**config.mk**
```make
export PLATFORM = sky130hd
export DESIGN_NAME = mode4_sum_accum_flat
export DESIGN_NICKNAME = d
export VERILOG_FILES = /design/src/rtl/mode4_sum_accum_pkg.sv /design/src/rtl/mode4_sum_accum_if.sv /design/src/rtl/mode4_sum_accum.sv /design/src/flat_wrapper.sv
export SDC_FILE = /design/constraint.sdc
export NUM_CORES = 1
export LEC_CHECK = 0
export ABC_AREA = 1
export BUFFER_PORTS_ARGS = -buffer_cell sky130_fd_sc_hd__buf_4
export CORE_MARGIN = 3
export CORE_UTILIZATION = 39
export DETAILED_ROUTE_END_ITERATION = 6
export GPL_TIMING_DRIVEN = 0
export PLACE_DENSITY = 0.63
export SYNTH_ARGS = -nofsm -noshare
export SYNTH_HDL_FRONTEND = slang
export SYNTH_SLANG_ARGS = --single-unit
export TNS_END_PERCENT = 5
```
**constraint.sdc**
```tcl
create_clock -name clk -period 2.8 [get_ports clk]
set_input_delay 0.56 -clock clk [delete_from_list [all_inputs] [get_ports clk]]
set_output_delay 0.56 -clock clk [all_outputs]
set_load 0.03 [all_outputs]
```
**src/rtl/mode4_sum_accum_pkg.sv**
```systemverilog
// Shared softmax package: FSM state encoding, fp16 zero and exponent field
// geometry used by the mode-4 row accumulator.
package mode4_sum_accum_pkg;

    typedef logic [1:0] state_t;

    localparam state_t ST_IDLE  = 2'd0;
    localparam state_t ST_ACCUM = 2'd1;
    localparam state_t ST_DONE  = 2'd2;

    localparam int          FP16_W    = 16;
    localparam logic [15:0] FP16_ZERO = 16'h0000;
    localparam int          EXP_LSB   = 10;
    localparam int          EXP_W     = 5;

    // All-ones exponent marks inf or NaN.
    function automatic logic fp16_is_inf_nan(input logic [FP16_W-1:0] v);
        return &v[EXP_LSB +: EXP_W];
    endfunction

endpackage

```
**src/rtl/mode4_sum_accum_if.sv**
```systemverilog
// Bundle of row-control, adder-tree and result handshake signals for
// mode4_sum_accum; master drives the block, slave is the block itself.
interface mode4_sum_accum_if #(
    parameter int DATAWIDTH = 16,
    parameter int CNTWIDTH  = 8
);
    logic                 start;
    logic [CNTWIDTH-1:0]  row_beats;
    logic                 tree_valid;
    logic [DATAWIDTH-1:0] tree_sum;
    logic                 tree_ready;
    logic [DATAWIDTH-1:0] acc_feedback;
    logic                 sum_valid;
    logic                 sum_ready;
    logic [DATAWIDTH-1:0] sum_out;
    logic                 busy;

    modport master (
        output start, row_beats, tree_valid, tree_sum, sum_ready,
        input  tree_ready, acc_feedback, sum_valid, sum_out, busy
    );

    modport slave (
        input  start, row_beats, tree_valid, tree_sum, sum_ready,
        output tree_ready, acc_feedback, sum_valid, sum_out, busy
    );
endinterface

```
**src/rtl/mode4_sum_accum.sv**
```systemverilog
// Row accumulator for the mode-4 fp16 adder tree: holds the running sum fed
// back to the tree and emits the final row sum. Optional MODE4_ACC_OVF_DETECT_EN.
module mode4_sum_accum
    import mode4_sum_accum_pkg::*;
#(
    parameter int DATAWIDTH = 16,
    parameter int CNTWIDTH  = 8
) (
    input  logic                   clk,
    input  logic                   reset,
    mode4_sum_accum_if.slave       bus
`ifdef MODE4_ACC_OVF_DETECT_EN
    ,
    output logic                   ovf
`endif
);

    state_t               state_q, state_d;
    logic [DATAWIDTH-1:0] acc_q, acc_d;
    logic [CNTWIDTH-1:0]  cnt_q, cnt_d;
    logic [CNTWIDTH-1:0]  beats_q, beats_d;
    logic                 start_row;
    logic                 accept;

    assign start_row = (state_q == ST_IDLE) && bus.start;
    assign accept    = (state_q == ST_ACCUM) && bus.tree_valid;

    always_comb begin
        state_d = state_q;
        acc_d   = acc_q;
        cnt_d   = cnt_q;
        beats_d = beats_q;
        case (state_q)
            ST_IDLE: begin
                if (bus.start) begin
                    beats_d = bus.row_beats;
                    acc_d   = DATAWIDTH'(FP16_ZERO);
                    cnt_d   = '0;
                    state_d = (bus.row_beats == '0) ? ST_DONE : ST_ACCUM;
                end
            end
            ST_ACCUM: begin
                // The tree already folded acc_feedback in; just capture its result.
                if (bus.tree_valid) begin
                    acc_d = bus.tree_sum;
                    cnt_d = cnt_q + CNTWIDTH'(1);
                    if (cnt_q == beats_q - CNTWIDTH'(1)) begin
                        state_d = ST_DONE;
                    end
                end
            end
            ST_DONE: begin
                if (bus.sum_ready) begin
                    state_d = ST_IDLE;
                end
            end
            default: state_d = ST_IDLE;
        endcase
    end

    always_ff @(posedge clk or posedge reset) begin
        if (reset) begin
            state_q <= ST_IDLE;
            acc_q   <= DATAWIDTH'(FP16_ZERO);
            cnt_q   <= '0;
            beats_q <= '0;
        end else begin
            state_q <= state_d;
            acc_q   <= acc_d;
            cnt_q   <= cnt_d;
            beats_q <= beats_d;
        end
    end

`ifdef MODE4_ACC_OVF_DETECT_EN
    logic ovf_q, ovf_d;

    always_comb begin
        ovf_d = ovf_q;
        if (start_row) begin
            ovf_d = 1'b0;
        end else if (accept && fp16_is_inf_nan(FP16_W'(bus.tree_sum))) begin
            ovf_d = 1'b1;
        end
    end

    always_ff @(posedge clk or posedge reset) begin
        if (reset) begin
            ovf_q <= 1'b0;
        end else begin
            ovf_q <= ovf_d;
        end
    end

    assign ovf = ovf_q;
`endif

    assign bus.tree_ready   = (state_q == ST_ACCUM);
    assign bus.busy         = (state_q != ST_IDLE);
    assign bus.sum_valid    = (state_q == ST_DONE);
    assign bus.acc_feedback = acc_q;
    // Outside DONE the result bus is parked at zero so no partial sum is visible.
    assign bus.sum_out      = (state_q == ST_DONE) ? acc_q : DATAWIDTH'(FP16_ZERO);

endmodule

```
**src/flat_wrapper.sv**
```systemverilog
// flat-port wrapper written by rule: the top's interface ports become plain ports
module mode4_sum_accum_flat import mode4_sum_accum_pkg::*;
#(
    parameter int DATAWIDTH = 16,
    parameter int CNTWIDTH  = 8
)
  (clk, reset, bus_start, bus_row_beats, bus_tree_valid, bus_tree_sum, bus_sum_ready, bus_tree_ready, bus_acc_feedback, bus_sum_valid, bus_sum_out, bus_busy);
  mode4_sum_accum_if #(.DATAWIDTH(DATAWIDTH), .CNTWIDTH(CNTWIDTH)) bus_i ();
  input  logic clk;
  input  logic reset;
  input wire logic [$bits(bus_i.start)-1:0] bus_start;
  input wire logic [$bits(bus_i.row_beats)-1:0] bus_row_beats;
  input wire logic [$bits(bus_i.tree_valid)-1:0] bus_tree_valid;
  input wire logic [$bits(bus_i.tree_sum)-1:0] bus_tree_sum;
  input wire logic [$bits(bus_i.sum_ready)-1:0] bus_sum_ready;
  output wire logic [$bits(bus_i.tree_ready)-1:0] bus_tree_ready;
  output wire logic [$bits(bus_i.acc_feedback)-1:0] bus_acc_feedback;
  output wire logic [$bits(bus_i.sum_valid)-1:0] bus_sum_valid;
  output wire logic [$bits(bus_i.sum_out)-1:0] bus_sum_out;
  output wire logic [$bits(bus_i.busy)-1:0] bus_busy;
  assign bus_i.start = bus_start;
  assign bus_i.row_beats = bus_row_beats;
  assign bus_i.tree_valid = bus_tree_valid;
  assign bus_i.tree_sum = bus_tree_sum;
  assign bus_i.sum_ready = bus_sum_ready;
  assign bus_tree_ready = bus_i.tree_ready;
  assign bus_acc_feedback = bus_i.acc_feedback;
  assign bus_sum_valid = bus_i.sum_valid;
  assign bus_sum_out = bus_i.sum_out;
  assign bus_busy = bus_i.busy;
  mode4_sum_accum #(.DATAWIDTH(DATAWIDTH), .CNTWIDTH(CNTWIDTH)) u_core (.clk(clk), .reset(reset), .bus(bus_i));
endmodule
```
# After elaboration in Yosys (flattened, before gate mapping)
# Cells that the tools add are included.
# Widths: inputs -> output; s select.
[op_classes]
n_addsub = 2
n_eq_ne = 7
mux = 13
n_reduce_logical = 7
[op_table]
columns = ["cell", "n"]
rows = [
  ["$mux 16", 3],
  ["$pmux 16 s2", 1],
  ["$mux 8", 2],
  ["$pmux 8 s2", 1],
  ["$mux 2", 5],
  ["$add 8x1->8 const B", 1],
  ["$eq 8x8->1", 1],
  ["$logic_not 8->1", 1],
  ["$sub 8x1->8 const B", 1],
  ["$ne 2x2->1 const B", 3],
  ["$pmux 2 s3", 1],
  ["$reduce_and 4->1", 1],
  ["$reduce_bool 2->1", 2],
  ["$reduce_and 3->1", 1],
  ["$eq 2x1->1 const B", 1],
  ["$eq 2x2->1 const B", 1],
  ["$logic_not 2->1", 1],
  ["$ne 2x1->1 const B", 1],
  ["$reduce_and 2->1", 1],
]
[word_totals]
ff_bits = 34
in_bits = 29
output_inout_bits = 35
elab_cells = 33

# Logic depth before layout (Yosys ltp)
# Gate-level depths: netlist of run 1.
[logic_depth]
depth_word = 5
mapped_depth = 14
ltp_nobuf = 14

# Worst setup path after synthesis of run 1
# OpenSTA, ideal clock, no wires.
[synth_timing]
kind = "register -> output"
startpoint = "register u_core.state_q[1]"
endpoint = "output bus_sum_out[10]"
arrival_ns = 1.705
required_time_ns = 2.240
slack_ns = 0.535
stages_incl_launch_ff = 6
path_buffers = 1
cell_sequence = "dfrtp_1 > inv_1 > nor2_1 > inv_2 > clkbuf_1 > nor2_1"
[synth_between]
elab_chain_cells = 2
[synth_rtl]
columns = ["element", "line_no", "text"]
rows = [
  ["start: declaration", "mode4_sum_accum.sv:18", "state_t state_q, state_d;"],
  ["start signal: assignment", "mode4_sum_accum.sv:68", "state_q <= state_d;"],
  ["$eq 2x2->1", "n/a", ""],
  ["via bus_sum_valid", "flat_wrapper.sv:18", "output wire logic [$bits(bus_i.sum_valid)-1:0] bus_sum_valid;"],
  ["$mux 16", "mode4_sum_accum.sv:103", "assign bus.sum_out = (state_q == ST_DONE) ? acc_q : DATAWIDTH'(FP16_ZERO);"],
  ["end: declaration", "flat_wrapper.sv:19", "output wire logic [$bits(bus_i.sum_out)-1:0] bus_sum_out;"],
]
# The timed path passes the listed nets, and every way through them passes these cells.

# Final worst setup path of run 1
[layout_timing]
startpoint = "register u_core.state_q[1]"
endpoint = "output bus_sum_out[12]"
[layout_between]
elab_chain_cells = 2
[layout_rtl]
columns = ["element", "line_no"]
rows = [
  ["$eq 2x2->1", "mode4_sum_accum.sv:103"],
  ["$mux 16", "mode4_sum_accum.sv:103"],
]
# No other way between the ends.

==> flow_summary_export.csv, run 1 <==
group,metric,value,unit
outcome,status,"finished, final reports clean",
global_route,track_usage,0.188,
synthesis,yosys.area.top_type_share,0.447,
clock_tree,cts_buffer_depth,2,
power_and_ir_drop,p_per_area,1090,nW/um2
worst_setup_path,ff2ff_setup_slack,1.05,ns
flow_run,cap_violations,0,
drt,detail_route.wl_per_cell,12.1,um
synthesis,synth_common_cells,"nand2_1, inv_1, dfrtp_1",
synthesis,synth_nets,293,
layout,synthToLayoutAreaGrowth,34.3,%
die,core,4530,um2
layout,layout-drive-gt1-share,0.265,
die,dieArea,5750,um2
synthesis,ys_async_sr_fraction,1.00,
clock_tree,insertion_delay,0.28,ns
global_route,grt_pass1_vias,1832,
sta,relSlewSlack,0.523,
place,placed_cells,389,
sta,fin_crit,2.22,ns
sta,tightest_slew,0.715,ns
power_and_ir_drop,total_power,2780,uW
layout,antenna_cells,0,
worst_setup_path,worstSetupStartpointType,"flop",
place,portBuffers,62,
worst_setup_path,r2r_cells,14,
clock_tree,holdBufCountCts,0,
synthesis,synthTopCellsByArea,"dfrtp_1, nand2_1, inv_1",
power_and_ir_drop,peakVddDrop,0.481,mV
synthesis,synth_cell_types,24,
sta,fin_crit_sh,0.792,
worst_setup_path,cpLargestDelayFamily,"buffers and inverters",
die,die_y,75.8,um
drt,dr.first_iter.drc_count,83,
clock_tree,cts_buffers,5,
sta,setup_tns,0,ns
worst_setup_path,critPathCaptureType,"output pin",
sta,slew_viol_final,0,
synthesis,yosysMostFrequentCell,"nand2_1",
synthesis,synthCells,262,
sta,skew,0.00484,ns
place,post-place-ws,0.904,ns
worst_hold_path,hold_path_class,"input pin to async pin",
synthesis,avgSynthCellArea,7.26,um2
clock_tree,cts_root_buf,"clkbuf_8",
global_route,grt_max_degree,35,
synthesis,synthesis.area,1900,um2
layout,seq_area,851,um2
layout,instances_no_fill,397,
worst_setup_path,cp.arrival,1.66,ns
drt,drtAntennaViolNets,0,
drt,vias_per_cell,4.65,
synthesis,synth_edf_count,0,
global_route,grt_pass1_wl,8.22,mm
clock_tree,cts_tree,"yes",
synthesis,ys_warn_count,0,
place,hpwl,3.62,mm
die,die_w,75.8,um
worst_setup_path,path_buf_inv,4,
clock_tree,cts_resized,0,
worst_setup_path,reg2reg_from,"u_core.beats_q[0]$_DFFE_PP0P_",
synthesis,ys.flop_type,"dfrtp_1",
worst_setup_path,cpMaxStageDelayCell,"dfrtp_1",
worst_setup_path,timing.rr.end,"u_core.state_q[0]$_DFFE_PP0P_",
worst_setup_path,cp_common_cell,"nor2_1",
drt,wl,4.78,mm
worst_setup_path,max_stage_delay,0.43,ns
sta,setup_viol,0,
layout,num-fill-cells,460,
drt,firstDrtPassIters,4,
global_route,grt_overflow,0,
synthesis,yosys_register_bits,34,
drt,vias,1848,
clock_tree,cts_setup_buffers,0,
layout,multi_input_area,850,um2
layout,fin_nets,362,
synthesis,ys_seq_area_frac,0.447,
drt,post-route-drc-count,0,
sta,clock.fmax,0.451,GHz
clock_tree,h-tree-depth,2,
global_route,antenna_found_initial,0,
power_and_ir_drop,leakage,0.00132,uW
worst_setup_path,worstPathRequired,2.24,ns
sta,finalHoldViolations,0,
sta,rsz0062_at_grt,"no",
worst_setup_path,path_cells,"inv_1 > nor2_1 > inv_2 > clkbuf_1 > nor2_1 > buf_4",
clock_tree,clock-sinks,34,
synthesis,synth_top_cell_by_area,"dfrtp_1",
die,rows,24,
die,ios,64,
place,gp_congestion,0.822,
worst_setup_path,critPathKind,"flop to output pin",
clock_tree,path_clk_slew,0.07,ns
die,initial_core_util,0.419,
worst_setup_path,cp_max_fo,10,
sta,setup_ws,0.583,ns
-- metrics by stage --
step / util / area, um2 / hold WS [ns]
after detailed placement: 0.540 / 2450 / 0.490
after global routing: 0.563 / 2550 / 0.456
final: 0.563 / 2550 / 0.394
after floorplan: - / 1900 / 0.468
after global placement: 0.540 / 2450 / 0.486
after CTS: 0.563 / 2550 / 0.491
-- per-layer routing --
layer  track usage  share of wire  up-vias
met5             0              0        -
met3        0.0409          0.052       10
met4        0.0641          0.022        0
met1         0.242           0.44      836
li1              -              -      954
met2         0.312           0.48       48
-- layout by cell type (no fill, tap or decap), types with 2 or more instances in the layout --
| cell type | Yosys | layout |
|---|---|---|
| clkbuf_8 | 0 | 5 |
| nor2_2 | 5 | 5 |
| ha_1 | 2 | 2 |
| nor3_1 | 2 | 2 |
| nor2_1 | 33 | 33 |
| nand2_4 | 3 | 3 |
| inv_1 | 42 | 41 |
| dfrtp_1 | 34 | 34 |
| xor2_1 | 3 | 3 |
| nor2_4 | 2 | 2 |
| nand3_1 | 30 | 30 |
| o21ai_1 | 4 | 4 |
| o21ai_0 | 25 | 25 |
| nand2_1 | 52 | 52 |
| clkbuf_1 | 6 | 8 |
| buf_4 | 0 | 62 |
| a21oi_1 | 6 | 6 |
| inv_2 | 3 | 4 |
| nand2_2 | 3 | 3 |
-- worst max-delay path by stage --
stage | start | to | depth (start not counted)
after global placement | u_core.state_q[1]$_DFFE_PP0P_ | bus_sum_out[12] | 6
after floorplan | u_core.state_q[1]$_DFFE_PP0P_ | bus_sum_out[10] | 5
after detailed placement | u_core.state_q[1]$_DFFE_PP0P_ | bus_sum_out[11] | 6
final | u_core.state_q[1]$_DFFE_PP0P_ | bus_sum_out[12] | 6
after CTS | u_core.state_q[1]$_DFFE_PP0P_ | bus_sum_out[11] | 6
after global routing | u_core.state_q[1]$_DFFE_PP0P_ | bus_sum_out[11] | 6
-- cell families (layout without fill, tap and decap cells) --
logic type / Yosys count / in the layout / synth area share
AOI/OAI and AO/OA: 36 / 36 / 0.0954
buffers and inverters: 53 / 123 / 0.106
and+or+nand+nor: 133 / 133 / 0.320
adders and majority gates: 2 / 2 / 0.0132
xor gates and xnor gates: 4 / 4 / 0.0184
DFF: 34 / 34 / 0.447
-- where the power goes --
part	leakage, uW	switching (uW)	internal (uW)
Sequential	0.000445	160	690
Combinational	0.000819	977	511
Clock	0.0000524	175	266
-- area by class of cell --
cell class	instances	area share
clock inverters	1	0.0118
plain buffers	8	0.0127
well taps	65	0.0318
inverters	45	0.0661
repair buffers	62	0.182
flip-flops and latches	34	0.333
clock buffers	7	0.0299
multi-input cells	175	0.333
-- registers in the layout, indices dropped and copies added (netlist names) --
name	flops
u_core.beats_q	8
u_core.cnt_q	8
u_core.bus.acc_feedback	16
u_core.state_q	2
Power figures use the tool's default switching activity.
==> inputs of run 2 (changes only) <==
--- a/config.mk
+++ b/config.mk
@@ -5,13 +5,13 @@
 export SDC_FILE = /design/constraint.sdc
 export NUM_CORES = 1
 export LEC_CHECK = 0
-export ABC_AREA = 1
+export ABC_AREA = 0
 export BUFFER_PORTS_ARGS = -buffer_cell sky130_fd_sc_hd__buf_4
 export CORE_MARGIN = 3
 export CORE_UTILIZATION = 39
 export DETAILED_ROUTE_END_ITERATION = 6
 export GPL_TIMING_DRIVEN = 0
-export PLACE_DENSITY = 0.63
+export PLACE_DENSITY = 0.66
 export SYNTH_ARGS = -nofsm -noshare
 export SYNTH_HDL_FRONTEND = slang
 export SYNTH_SLANG_ARGS = --single-unit
==> constraint.sdc (replaced) <==
create_clock -name clk -period 1.8 [get_ports clk]
set_input_delay 0.36 -clock clk [delete_from_list [all_inputs] [get_ports clk]]
set_output_delay 0.36 -clock clk [all_outputs]
set_load 0.03 [all_outputs]
==> run 2 against run 1 <==
Largest cell class is now multi-input combinational cells. Non-clock buffer count increased by 8. Largest power group unchanged. Critical endpoint is now u_core.state_q[0]$_DFFE_PP0P_. Clock skew increased by 0.00052 ns. Power increased by 52%. Final area increased by 0.93%. Sequential share of layout area decreased by 0.26 points.
==> flow_summary_export.csv, run 2 <==
group,metric,value,unit
outcome,status,"finished, final reports clean",
synthesis,yosysMostFrequentCell,"dfrtp_1",
die,core,4410,um2
drt,vias,1537,
drt,vias_per_cell,5.28,
clock_tree,clock-sinks,34,
global_route,grt_util_met1,0.251,
synthesis,ys.flop_type,"dfrtp_1",
place,gp_congestion,0.795,
die,die_y,74.2,um
drt,drtAntennaViolNets,0,
place,hpwl,3.20,mm
synthesis,ys_warn_count,0,
layout,final_cell_mix,"buf_4, dfrtp_1, a22o_1",
place,placed_cells,279,
sta,setup_ws,0.0616,ns
global_route,use_met3,0.0595,
synthesis,synth_nets,195,
drt,dr.first_iter.drc_count,69,
layout,utilization,0.584,
layout,num-fill-cells,405,
clock_tree,cts_root_buf,"clkbuf_8",
clock_tree,insertion_delay,0.29,ns
die,ios,64,
worst_setup_path,cp.arrival,1.91,ns
synthesis,ys_seq_area_frac,0.469,
drt,post-route-drc-count,0,
sta,whs,0.0767,ns
global_route,top_usage_layer,"met2",
sta,fin_crit,1.74,ns
die,die_w,74.2,um
clock_tree,cts_buffers,5,
worst_setup_path,reg2reg_from,"u_core.beats_q[0]$_DFFE_PP0P_",
drt,firstDrtPassIters,4,
drt,wl,4.39,mm
worst_setup_path,max_stage_delay,0.38,ns
global_route,track_usage,0.177,
clock_tree,cts_buffer_depth,2,
layout,layout-drive-gt1-share,0.477,
sta,skew,0.00536,ns
synthesis,synthTopCellsByArea,"dfrtp_1, a22o_1, and3_1",
die,initial_core_util,0.411,
worst_setup_path,worstSetupStartpointType,"flop",
layout,instances_no_fill,291,
sta,finalHoldViolations,0,
layout,multi_input_area,888,um2
place,post-place-ws,-0.0641,ns
die,rows,24,
layout,seq_area,852,um2
worst_setup_path,critPathCaptureType,"flop",
die,dieArea,5510,um2
layout,fin_nets,269,
global_route,grt_overflow,0,
sta,slew_viol_final,0,
power_and_ir_drop,leakage,0.00129,uW
worst_setup_path,worstPathRequired,1.98,ns
sta,clock.fmax,0.575,GHz
synthesis,synth_common_cells,"dfrtp_1, a22o_1, and3_1, nor2_1, and3_2",
flow_run,cap_violations,0,
worst_setup_path,cpMaxStageDelayCell,"dfrtp_1",
global_route,antenna_found_initial,0,
worst_setup_path,critPathKind,"flop to flop",
global_route,grt_pass1_wl,7.40,mm
clock_tree,path_clk_slew,0.08,ns
clock_tree,h-tree-depth,2,
layout,antenna_cells,0,
power_and_ir_drop,peakVddDrop,0.760,mV
sta,rsz0062_at_grt,"yes",
sta,relSlewSlack,0.560,
synthesis,synth_cell_types,42,
worst_hold_path,hold_path_class,"input pin to async pin",
place,portBuffers,63,
synthesis,synth_edf_count,0,
synthesis,synthesis.area,1820,um2
layout,final_common_cell,"buf_4",
global_route,grt_pass1_vias,1506,
synthesis,avgSynthCellArea,11.1,um2
synthesis,ys_async_sr_fraction,1.00,
layout,largest_reg_flops,16,
global_route,met2_usage,0.256,
drt,detail_route.wl_per_cell,15.1,um
sta,setup_viol,0,
worst_setup_path,cp_max_fo,3,
worst_setup_path,path_cells,"inv_1 > ha_1 > xor2_2 > o311ai_4 > a211oi_2 > a311oi_1 > a211o_1",
sta,fin_crit_sh,0.966,
layout,synthToLayoutAreaGrowth,42.0,%
global_route,grt_max_degree,35,
worst_setup_path,critPathLaunch,"u_core.beats_q[0]$_DFFE_PP0P_",
clock_tree,cts_tree,"yes",
synthesis,yosys.area.top_type_share,0.469,
synthesis,synth_top_cell_by_area,"dfrtp_1",
synthesis,yosys_register_bits,34,
power_and_ir_drop,p_per_area,1630,nW/um2
synthesis,synthCells,164,
sta,tightest_slew,0.656,ns
[run 2: cell types whose count changed in the layout (fill, tap and decap cells not counted), moves of 6 or more]
| cell | previous run | this run |
|---|---|---|
| nand2_1 | 52 | 6 |
| inv_1 | 41 | 3 |
| nand3_1 | 30 | 3 |
| nor2_1 | 33 | 12 |
| o21ai_0 | 25 | 5 |
| a22o_1 | 0 | 17 |
| and3_1 | 0 | 12 |
| and3_2 | 0 | 8 |
| clkbuf_1 | 8 | 1 |
| buf_4 | 62 | 68 |
| mux2_2 | 0 | 6 |
[run 2: critical path, delay by kind of cell (launching register included)]
kind / cells / cell delay (ns)
AO/OA/AOI/OAI: 4 / 0.68
flip-flops: 1 / 0.38
adder cells (fa/ha/maj): 1 / 0.32
XOR/XNOR: 1 / 0.18
buffers and inverters: 1 / 0.07
[run 2: routing by layer]
layer  vias up  wire, um
met2        70      1860
met4         0        62
met5         -         0
met3         6       426
li1        741         -
met1       720      2040
[run 2: per-stage QoR]
stage	total power [uW]	instance area, um2	setup TNS (ns)
after floorplan	2690	1820	0
after global placement	3250	2350	-0.0878
after detailed placement	3270	2350	-0.114
after CTS	4200	2530	0
after global routing	4480	2580	-0.0371
final	4210	2580	0
[run 2: layout make-up]
| class | instances | share of cell area |
|---|---|---|
| Inverter | 6 | 0.00873 |
| Timing Repair Buffer | 67 | 0.203 |
| Clock buffer | 5 | 0.0267 |
| Sequential cell | 34 | 0.330 |
| Buffer | 11 | 0.0349 |
| Multi-Input combinational cell | 113 | 0.344 |
| Tap cell | 52 | 0.0252 |
| Clock inverter | 3 | 0.0267 |
[run 2: kinds of logic after synthesis]
| family | share of synthesized area |
|---|---|
| buffers and inverters | 0.0531 |
| DFF | 0.469 |
| xor gates and xnor gates | 0.0627 |
| muxes | 0.0489 |
| and+or+nand+nor | 0.188 |
| AOI/OAI and AO/OA | 0.165 |
| adders and majority gates | 0.0138 |
[run 2: what timing repair did]
item / 4_1_cts / 5_1_grt
resized for setup: 7 / 7
gates cloned: 0 / 0
buffers inserted: 2 / 1
setup endpoints to repair: 13 / 16
hold buffers: 0 / 0
pin swaps: 1 / 2
endpoints found under the hold margin: 0 / 0
[run 2: path summary, 6_finish.rpt]
check                                                           to  slack [ns]  cells after the start
setup / recovery                     u_core.state_q[0]$_DFFE_PP0P_        0.06                      7
hold / removal              u_core.bus.acc_feedback[8]$_DFFE_PP0P_        0.08                      2
setup reg to reg                     u_core.state_q[0]$_DFFE_PP0P_        0.06                      7
hold reg to reg             u_core.bus.acc_feedback[0]$_DFFE_PP0P_        0.52                      1
max in group asynchronous            u_core.state_q[0]$_DFFE_PP0P_        1.26                      3
min in group clk           u_core.bus.acc_feedback[11]$_DFFE_PP0P_        0.28                      2
[run 2: power breakdown]
part	switching, uW	internal (uW)
logic	1070	901
registers	314	1070
clock network	300	555
==> inputs of run 3 (changes only) <==
--- a/config.mk
+++ b/config.mk
@@ -8,10 +8,10 @@
 export ABC_AREA = 0
 export BUFFER_PORTS_ARGS = -buffer_cell sky130_fd_sc_hd__buf_4
 export CORE_MARGIN = 3
-export CORE_UTILIZATION = 39
+export CORE_UTILIZATION = 45
 export DETAILED_ROUTE_END_ITERATION = 6
 export GPL_TIMING_DRIVEN = 0
-export PLACE_DENSITY = 0.66
+export PLACE_DENSITY = 0.75
 export SYNTH_ARGS = -nofsm -noshare
 export SYNTH_HDL_FRONTEND = slang
 export SYNTH_SLANG_ARGS = --single-unit
==> run 3 against run 2 <==
Die area is 12% lower. Maximum frequency is 2.3% lower. Count of clock-buffer cells in the layout rose by 1. Cell count down 2.1%. Sequential power barely moved. Global-route usage rose by 1.6 points. Via count shrank 0.33%.
==> flow_summary_export.csv, run 3 (synthesis results as in run 2) <==
group,metric,value,unit
sta,clock.fmax,0.562,GHz
layout,layout-drive-gt1-share,0.477,
drt,vias,1532,
drt,vias_per_cell,5.38,
layout,antenna_cells,0,
global_route,grt_pass1_wl,7.54,mm
worst_setup_path,critPathCaptureType,"flop",
sta,setup_tns,0,ns
clock_tree,path_clk_slew,0.07,ns
clock_tree,cts_buffer_depth,2,
global_route,grt_pass1_vias,1643,
worst_setup_path,cp_max_fo,3,
sta,skew,0.00468,ns
die,ios,64,
layout,final_common_cell,"buf_4",
drt,wl,4.34,mm
clock_tree,h-tree-depth,2,
sta,tightest_slew,0.700,ns
die,initial_core_util,0.481,
worst_setup_path,cp.arrival,1.95,ns
drt,drtAntennaViolNets,0,
place,gp_congestion,0.811,
worst_hold_path,hold_path_class,"input pin to async pin",
drt,dr.first_iter.drc_count,66,
layout,fin_nets,267,
layout,synthToLayoutAreaGrowth,38.3,%
outcome,status,"finished, final reports clean",
global_route,grt_max_degree,35,
die,dieArea,4830,um2
sta,fin_crit,1.78,ns
worst_setup_path,timing.rr.end,"u_core.state_q[0]$_DFFE_PP0P_",
worst_setup_path,r2r_cells,7,
sta,finalHoldViolations,0,
worst_setup_path,worstPathRequired,1.97,ns
layout,utilization,0.666,
place,hpwl,3.16,mm
die,die_y,69.5,um
clock_tree,cts_tree,"yes",
clock_tree,cts_root_buf,"clkbuf_8",
worst_setup_path,worstSetupStartpointType,"flop",
global_route,antenna_found_initial,0,
clock_tree,clock-sinks,34,
sta,slew_viol_final,0,
layout,largest_reg_flops,16,
clock_tree,insertion_delay,0.29,ns
global_route,track_usage,0.194,
die,core,3770,um2
flow_run,cap_violations,0,
clock_tree,cts_buffers,5,
power_and_ir_drop,p_per_area,1580,nW/um2
global_route,top_usage_layer,"met2",
place,portBuffers,63,
power_and_ir_drop,leakage,0.00125,uW
sta,rsz0062_at_grt,"yes",
global_route,grt_util_met1,0.258,
die,rows,22,
drt,post-route-drc-count,0,
power_and_ir_drop,peakVddDrop,0.749,mV
die,die_w,69.5,um
worst_setup_path,critPathKind,"flop to flop",
drt,firstDrtPassIters,4,
clock_tree,holdBufCountCts,0,
drt,detail_route.wl_per_cell,15.2,um
sta,relSlewSlack,0.533,
sta,setup_viol,0,
global_route,use_met3,0.0580,
worst_setup_path,ff2ff_setup_slack,0.02,ns
global_route,grt_overflow,0,
sta,fin_crit_sh,0.989,
global_route,met2_usage,0.297,
layout,final_cell_mix,"buf_4, dfrtp_1, a22o_1",
worst_setup_path,reg2reg_from,"u_core.beats_q[0]$_DFFE_PP0P_",
-- run 3: layer usage --
layer | routed length, um | vias up
li1 | - | 738
met1 | 2050 | 733
met2 | 1920 | 55
met3 | 318 | 6
met4 | 57 | 0
met5 | 0 | -
-- run 3: layout make-up --
class / instances / area [um2]
clock buffer: 6 / 82.6
buffer: 11 / 92.6
timing repair buffer: 65 / 488
tap: 48 / 60.1
clock inverter: 2 / 12.5
multi-input combinational: 113 / 901
sequential: 34 / 852
inverter: 6 / 22.5
fill: 320 / 1260
-- run 3: how the worst max path moves through the flow --
stage | start | endpoint | slack, ns | cells after the start
2_1_floorplan | u_core.beats_q[0]$_DFFE_PP0P_ | u_core.state_q[0]$_DFFE_PP0P_ | 0.07 | 7
3_3_place_gp | u_core.beats_q[0]$_DFFE_PP0P_ | u_core.state_q[1]$_DFFE_PP0P_ | -0.03 | 7
3_5_place_dp | u_core.beats_q[0]$_DFFE_PP0P_ | u_core.state_q[1]$_DFFE_PP0P_ | -0.07 | 7
4_1_cts | u_core.state_q[1]$_DFFE_PP0P_ | bus_sum_out[6] | 0.007 | 4
5_1_grt | u_core.beats_q[0]$_DFFE_PP0P_ | u_core.state_q[0]$_DFFE_PP0P_ | -0.08 | 7
6_report | u_core.beats_q[0]$_DFFE_PP0P_ | u_core.state_q[0]$_DFFE_PP0P_ | 0.02 | 7
-- run 3: critical path: stages (launching register included) --
cell	delay, ns
dfrtp_1	0.39
inv_1	0.10
ha_4	0.28
xor2_2	0.17
o311ai_4	0.12
a211oi_2	0.24
a311oi_1	0.12
a211o_1	0.24
-- run 3: power breakdown --
| group | internal [uW] | total (uW) | switching (uW) |
|---|---|---|---|
| sequential | 1080 | 1390 | 316 |
| combinational | 917 | 2000 | 1090 |
| clock | 307 | 583 | 276 |
| total | 2300 | 3980 | 1680 |
-- run 3: stage by stage --
stage	power (uW)	setup slack, ns	hold WS, ns	cells	instance area, um2
after global placement	3230	-0.0338	0.501	275	2350
final	3980	0.0203	0.189	285	2510
after CTS	3940	0.00703	0.279	285	2490
after global routing	4250	-0.0811	0.250	285	2510
after detailed placement	3260	-0.0656	0.502	275	2350
after floorplan	2690	0.0682	0.477	164	1820
-- run 3: timing repair --
item | 4_1_cts | 5_1_grt
setup buffers | 2 | 0
cloned | 0 | 0
gates resized for setup | 8 | 6
endpoints found under the setup margin | 13 | 12
hold endpoints to repair | 0 | 0
pin swaps | 1 | 2
